--- config.mk ---
export PLATFORM = sky130hd
export DESIGN_NAME = placed_ctrl
export DESIGN_NICKNAME = d
export VERILOG_FILES = /design/src/rtl/placed_ctrl.sv
export SDC_FILE = /design/constraint.sdc
export NUM_CORES = 1
export LEC_CHECK = 0
export ABC_AREA = 1
export CAP_MARGIN = 20
export CORE_ASPECT_RATIO = 1.75
export CORE_MARGIN = 2
export CORE_UTILIZATION = 45
export CTS_CLUSTER_SIZE = 10
export DETAILED_ROUTE_END_ITERATION = 10
export MAX_ROUTING_LAYER = met4
export PLACE_DENSITY = 0.78
export SYNTH_ARGS = -nofsm -noshare
export SYNTH_HDL_FRONTEND = slang
export SYNTH_SLANG_ARGS = --single-unit
--- constraint.sdc ---
create_clock -name clk -period 3.2 [get_ports clk]
set_input_delay 0.8 -clock clk [delete_from_list [all_inputs] [get_ports clk]]
set_output_delay 0.8 -clock clk [all_outputs]
set_load 0.05 [all_outputs]
--- src/rtl/placed_ctrl.sv ---
// placed_ctrl: card-board cell controller; clears the cell RAM after reset, then serves place/remove requests.
// Optional occupancy counter port enabled by defining PLACED_CTRL_OCCUPANCY_EN.
module placed_ctrl #(
  parameter int SIZE  = 8,
  parameter int DEPTH = 45
) (
  input  logic                     clk,
  input  logic                     rst_n,
  input  logic                     req_valid,
  output logic                     req_ready,
  input  logic                     req_remove,
  input  logic [$clog2(DEPTH)-1:0] req_addr,
  input  logic [SIZE-1:0]          req_card,
  output logic                     resp_valid,
  output logic                     resp_ok,
  output logic                     busy,
  output logic [$clog2(DEPTH)-1:0] ram_address,
  output logic [SIZE-1:0]          ram_write_data,
  output logic                     ram_write_en,
  input  logic [SIZE-1:0]          ram_read_data
`ifdef PLACED_CTRL_OCCUPANCY_EN
  ,
  output logic [$clog2(DEPTH+1)-1:0] occupancy
`endif
);
  localparam int AW = $clog2(DEPTH);
  typedef enum logic [2:0] {CLEAR, IDLE, RD, CHK, RESP} state_t;
  state_t state, state_nx;
  logic [AW-1:0] sweep, addr_q;
  logic [SIZE-1:0] card_q;
  logic remove_q, ok_q, ok, sweep_end;
  assign sweep_end = sweep == AW'(DEPTH - 1);
  // ram_read_data is valid in CHK because the address was already driven during RD
  assign ok = (32'(addr_q) < DEPTH) &&
              (remove_q ? ram_read_data != '0 : (ram_read_data == '0 && card_q != '0));
  assign busy = state != IDLE;
  always_comb begin
    state_nx = state;
    req_ready = 1'b0;
    resp_valid = 1'b0;
    resp_ok = 1'b0;
    ram_address = '0;
    ram_write_data = '0;
    ram_write_en = 1'b0;
    case (state)
      CLEAR: begin
        ram_address = sweep;
        ram_write_en = 1'b1;
        state_nx = sweep_end ? IDLE : CLEAR;
      end
      IDLE: begin
        req_ready = 1'b1;
        state_nx = req_valid ? RD : IDLE;
      end
      RD: begin
        ram_address = addr_q;
        state_nx = CHK;
      end
      CHK: begin
        ram_address = addr_q;
        ram_write_en = ok;
        ram_write_data = (ok && !remove_q) ? card_q : '0;
        state_nx = RESP;
      end
      RESP: begin
        resp_valid = 1'b1;
        resp_ok = ok_q;
        state_nx = IDLE;
      end
      default: state_nx = CLEAR;
    endcase
  end
  always_ff @(posedge clk or negedge rst_n) begin
    if (!rst_n) begin
      state <= CLEAR;
      sweep <= '0;
      addr_q <= '0;
      card_q <= '0;
      remove_q <= 1'b0;
      ok_q <= 1'b0;
    end else begin
      state <= state_nx;
      sweep <= (state == CLEAR && !sweep_end) ? sweep + 1'b1 : '0;
      if (state == IDLE && req_valid) begin
        addr_q <= req_addr;
        card_q <= req_card;
        remove_q <= req_remove;
      end
      if (state == CHK) ok_q <= ok;
    end
  end
`ifdef PLACED_CTRL_OCCUPANCY_EN
  localparam int OW = $clog2(DEPTH + 1);
  always_ff @(posedge clk or negedge rst_n) begin
    if (!rst_n) occupancy <= '0;
    else if (state == CLEAR) occupancy <= '0;
    else if (state == CHK && ok)
      occupancy <= remove_q ? (occupancy == '0 ? occupancy : occupancy - 1'b1)
                            : (occupancy == OW'(DEPTH) ? occupancy : occupancy + 1'b1);
  end
`endif
endmodule

# Yosys cells after proc, flatten, opt, wreduce, memory -nomap -nowiden
# Cells that the tools add are included.
[word_totals] reg_bits=25 in_bits=26 output_inout_bits=19
[classes] addsub=1 order_cmp=1 n_eq_ne=6 muxes=12 n_reduce_logical=12
[ops] op="8-bit 2-to-1 mux" n=2
[ops] op="8-bit nonzero test" n=2
[ops] op="3-bit case mux with 5 select lines" n=1
[ops] op="6-bit case mux with 2 select lines" n=1
[ops] op="8-bit logical NOT" n=1
[ops] op="6-bit by 1-bit adder with 6-bit output, second input constant" n=1
[ops] op="3-bit by 2-bit equality test with 1-bit output, second input constant" n=2
[ops] op="6-bit equality test, second input constant" n=1
[ops] op="6-bit less-than comparator, second input constant" n=1
[ops] op="6-bit 2-to-1 mux" n=1
[ops] op="1-bit logical AND" n=5
[ops] op="1-bit 2-to-1 mux" n=5
[ops] op="3-bit by 1-bit equality test with 1-bit output, second input constant" n=1
[ops] op="3-bit equality test, second input constant" n=1
[ops] op="3-bit logical NOT" n=1
[ops] op="3-bit by 1-bit != test with 1-bit output, second input constant" n=1
[ops] op="1-bit logical NOT" n=2
[ops] op="2-bit 2-to-1 mux" n=1
[ops] op="1-bit case mux with 2 select lines" n=1
[ops] op="2-bit OR reduction" n=1

# Longest topological paths before layout
[depth] ltp_word=7 ltp_mapped=8 mapped_depth_nobuf=8

# Worst setup path before layout
# No wires, ideal clock.
[synth_timing] kind="register to output" from="register state[1]" to="output port resp_ok" arrival_time_ps=2258 required_time_ps=2400 slack_ps=142 path_stages_with_launch=4 cell_sequence="dfrtp_1 > buf_4 > nor3_1 > and2_1"
[synth_between] elab_chain_len=2
[synth_lines] element="from (decl)" line_no="28" rtl="state_t state, state_nx;"
[synth_lines] element="from (signal assigned)" line_no="82" rtl="state <= state_nx;"
[synth_lines] element="3-bit equality test" line_no="45" rtl="case (state)"
[synth_lines] element="1-bit 2-to-1 mux" line_no="45"
[synth_lines] element="to (decl)" line_no="15" rtl="output logic resp_ok,"
# No other way between the ends.

# Worst setup path after layout
[layout_timing] from="input port ram_read_data[7]" to="output port ram_write_data[6]"
[layout_between] elab_chain_len=7 word_cells_on_any_way=8
[layout_lines] element="from (decl)" line_no="20" rtl="input logic [SIZE-1:0] ram_read_data"
[layout_lines] element="8-bit logical NOT" line_no="35" rtl="(remove_q ? ram_read_data != '0 : (ram_read_data == '0 && card_q != '0));"
[layout_lines] element="1-bit logical AND" line_no="35"
[layout_lines] element="1-bit 2-to-1 mux (*)" line_no="35"
[layout_lines] element="1-bit logical AND (*)" line_no="34" rtl="assign ok = (32'(addr_q) < DEPTH) &&"
[layout_lines] element="1-bit logical AND (*)" line_no="62" rtl="ram_write_data = (ok && !remove_q) ? card_q : '0;"
[layout_lines] element="8-bit 2-to-1 mux (*)" line_no="62"
[layout_lines] element="8-bit 2-to-1 mux (*)" line_no="45"
[layout_lines] element="to (decl)" line_no="18" rtl="output logic [SIZE-1:0] ram_write_data,"
# Every way passes the cells marked *; elsewhere a longest branch is shown, timed or not.

==> results.py <==
metrics = {
    "outcome": {
        "outcome": "finished, final reports clean",
    },
    "finish": {
        "n_antenna_cell": 0,
        "layout_commonest_cell": "nor2_1",
        "fillers": 243,
        "final_cell_mix": "nor2_1 (37), nand2_1 (36), clkdlybuf4s50_1 (35)",
        "multi_input_area_um2": 588,
        "register_area_um2": 626,
        "fin_area_um2": 1920,
        "drive_gt1_share_pct": 12.9,
        "area_delta_synth_final_pct": 44.4,
        "final_nets": 246,
    },
    "sta": {
        "tns_ns": 0,
        "final-hold-violation-count": 0,
        "relSlewSlack_pct": 66.9,
        "slew_violations": 0,
        "fmax_mhz": 322,
        "period_needed_ns": 3.10,
        "tightest_slew_ns": 0.495,
        "rsz0062_at_grt": "yes",
        "finalCritPeriodShare_pct": 96.9,
        "setup_viol": 0,
        "fin_worst_skew_ns": 0.00114,
    },
    "worst_setup_path": {
        "crit_required_ns": 2.40,
        "critPathMaxFanout": 10,
        "critPathCaptureType": "output port",
        "critPathKind": "input port to output port",
        "max_stage_delay_ns": 0.40,
        "cp-start-kind": "input port",
        "crit_arrival_ns": 2.30,
        "rr_startpoint": "state[1]",
        "reg2reg_depth": 6,
        "r2r_slack_ns": 1.77,
        "crit_chain": "clkdlybuf4s50_1 > nor2_1 > nand2_1 > nor2_1 > nand2_1 > nand2_1 > nand3_2 > nor2_1 > buf_12",
        "crit_slowest_cell": "clkdlybuf4s50_1",
        "r2r_end": "card_q[5]",
    },
    "placement": {
        "io_buffers": 44,
        "place_hpwl_um": 2460,
        "place_congestion": 0.809,
        "dpl-instance-area_um2": 1870,
    },
    "drt": {
        "vias_per_cell": 5.12,
        "vias": 1255,
        "drcViolationCount": 0,
        "drtPass1Iterations": 4,
        "wl_per_cell_um": 12.5,
        "initialDrtViolationCount": 22,
        "finalWirelength_um": 3070,
        "drt.antenna.violating_nets": 0,
    },
    "logic_synthesis": {
        "yosys_warnings": 0,
        "syn-cell-area_um2": 1330,
        "seq_area_frac_synth_pct": 47.0,
        "synthCells": 171,
        "syn_avg_cell_area_um2": 7.79,
        "synth_cell_types": 26,
        "ys_seq_elements": 25,
        "syn-num-nets": 199,
    },
    "clock_tree": {
        "postCtsHoldBufs": 0,
        "cts_tree": "done",
        "clock_tree.root_cell": "clkbuf_8",
        "cts_num_sinks": 25,
        "cts.clk_slew.worst_paths_ns": 0.08,
        "clockBufferDepth": 2,
        "insertion_delay_ns": 0.26,
        "cts_buffers": 3,
        "cts_resized": 0,
        "postCtsSetupRepairBufs": 0,
        "htree_num_levels": 1,
    },
    "pwr": {
        "sw_frac_of_total_pct": 46.9,
        "switching_power_w": 0.000736,
        "irDropWorstVdd_mv": 0.490,
        "p_leak_nw": 0.894,
        "clock_power_share_pct": 11.6,
        "power_density_nw_per_um2": 816,
        "comb_power_share_pct": 54.1,
        "power_frac_seq_pct": 34.3,
        "intPower_w": 0.000832,
    },
    "grt": {
        "grt_start_max_net_pins": 29,
        "antenna_found_initial": 0,
        "grt_pass1_vias": 1332,
        "track_usage_pct": 20.8,
        "grt.overflow.total": 0,
        "grt_pass1_wl_um": 5260,
    },
    "floorplan": {
        "ioPinCount": 45,
        "rows": 26,
        "initial_utilization_pct": 46.5,
        "die_area_um2": 3430,
        "fp.coreArea_um2": 2860,
        "die_w_um": 45.1,
        "die_h_um": 76.0,
    },
    "worst_hold_path": {
        "hold_class": "flop to flop",
        "whs_path_depth": 2,
        "min_to": "ok_q",
        "min_from": "ok_q",
    },
    "run": {
        "maxCapViolations": 0,
    },
}
-- area by class of cell --
type	instances	area share [%]
timing repair buffer	45	28.0
tap	28	1.82
sequential	25	32.6
inverter	24	4.69
multi-input combinational	119	30.6
clock buffer	4	2.34
-- worst max path at each step --
stage	from	end	slack, ns	cells after the start
after floorplan	state[1]	resp_ok	0.14	3
after global placement	ram_read_data[7]	ram_write_data[6]	0.16	9
after detailed placement	ram_read_data[7]	ram_write_data[6]	0.1	9
after CTS	ram_read_data[7]	ram_write_data[6]	0.09	9
after global routing	ram_read_data[7]	ram_write_data[2]	-0.02	9
final	ram_read_data[7]	ram_write_data[6]	0.1	9
-- routing by layer --
metal	up-vias	GRT usage, %	share of wire, %
li1	630	-	-
met5	-	-	0
met2	31	37.0	59
met4	0	10.6	2.1
met3	6	3.33	3.0
met1	588	20.1	36
-- logic make-up after synthesis --
family / synth area share, %
AND/OR/NAND/NOR: 30.5
buffers and inverters: 9.02
flip-flops: 47.0
AO/OA/AOI/OAI: 10.3
XOR/XNOR: 1.32
adder cells (fa/ha/maj): 1.88
-- critical path: cells and delay by family --
kind / cells / cell delay [ns]
buffers and inverters: 2 / 0.57
AND/OR/NAND/NOR: 7 / 0.93
-- synth_stat cells --
| cell type | number | area [µm²] |
|---|---|---|
| a21oi_1 | 6 | 30.0 |
| a21oi_2 | 6 | 52.6 |
| a32o_1 | 1 | 10.0 |
| and2_1 | 1 | 6.26 |
| buf_4 | 1 | 7.51 |
| buf_6 | 2 | 22.5 |
| clkinv_1 | 1 | 3.75 |
| dfrtp_1 | 25 | 626 |
| ha_1 | 2 | 25.0 |
| inv_1 | 20 | 75.1 |
| inv_2 | 3 | 11.3 |
| nand2_1 | 36 | 135 |
| nand2_2 | 1 | 6.26 |
| nand2_4 | 1 | 11.3 |
| nand3_1 | 9 | 45.0 |
| nand3_2 | 1 | 10.0 |
| nand4_1 | 2 | 12.5 |
| nor2_1 | 38 | 143 |
| nor2_4 | 1 | 11.3 |
| nor3_1 | 3 | 15.0 |
| nor3_2 | 1 | 10.0 |
| o21ai_0 | 3 | 15.0 |
| o21ai_1 | 1 | 5.00 |
| o22ai_1 | 4 | 25.0 |
| xnor2_1 | 1 | 8.76 |
| xor2_1 | 1 | 8.76 |
-- power by group through the flow --
stage | Sequential [W] | Combinational (W) | Clock [W]
after floorplan | 0.000506 | 0.000608 | 0
after global placement | 0.000536 | 0.000834 | 0
after detailed placement | 0.000541 | 0.000852 | 0
after CTS | 0.000535 | 0.000855 | 0.000188
after global routing | 0.000552 | 0.000920 | 0.000203
final | 0.000537 | 0.000848 | 0.000182
-- metrics by stage --
stage / hold WS [ns] / total power, W / util (%) / instances / setup slack [ns]
global placement: 0.478 / 0.00137 / 65.5 / 241 / 0.161
global route: 0.534 / 0.00167 / 67.1 / 245 / -0.0239
floorplan: 0.443 / 0.00111 / - / 171 / 0.142
CTS: 0.495 / 0.00158 / 67.0 / 245 / 0.0892
finish: 0.493 / 0.00157 / 67.1 / 245 / 0.0986
detailed placement: 0.473 / 0.00139 / 65.5 / 241 / 0.0986
-- registers in the layout, summed over array words and instances (netlist names) --
signal    count
ok_q          1
addr_q        6
card_q        8
remove_q      1
sweep         6
state         3
No activity file was read; power rests on OpenSTA's default activity.
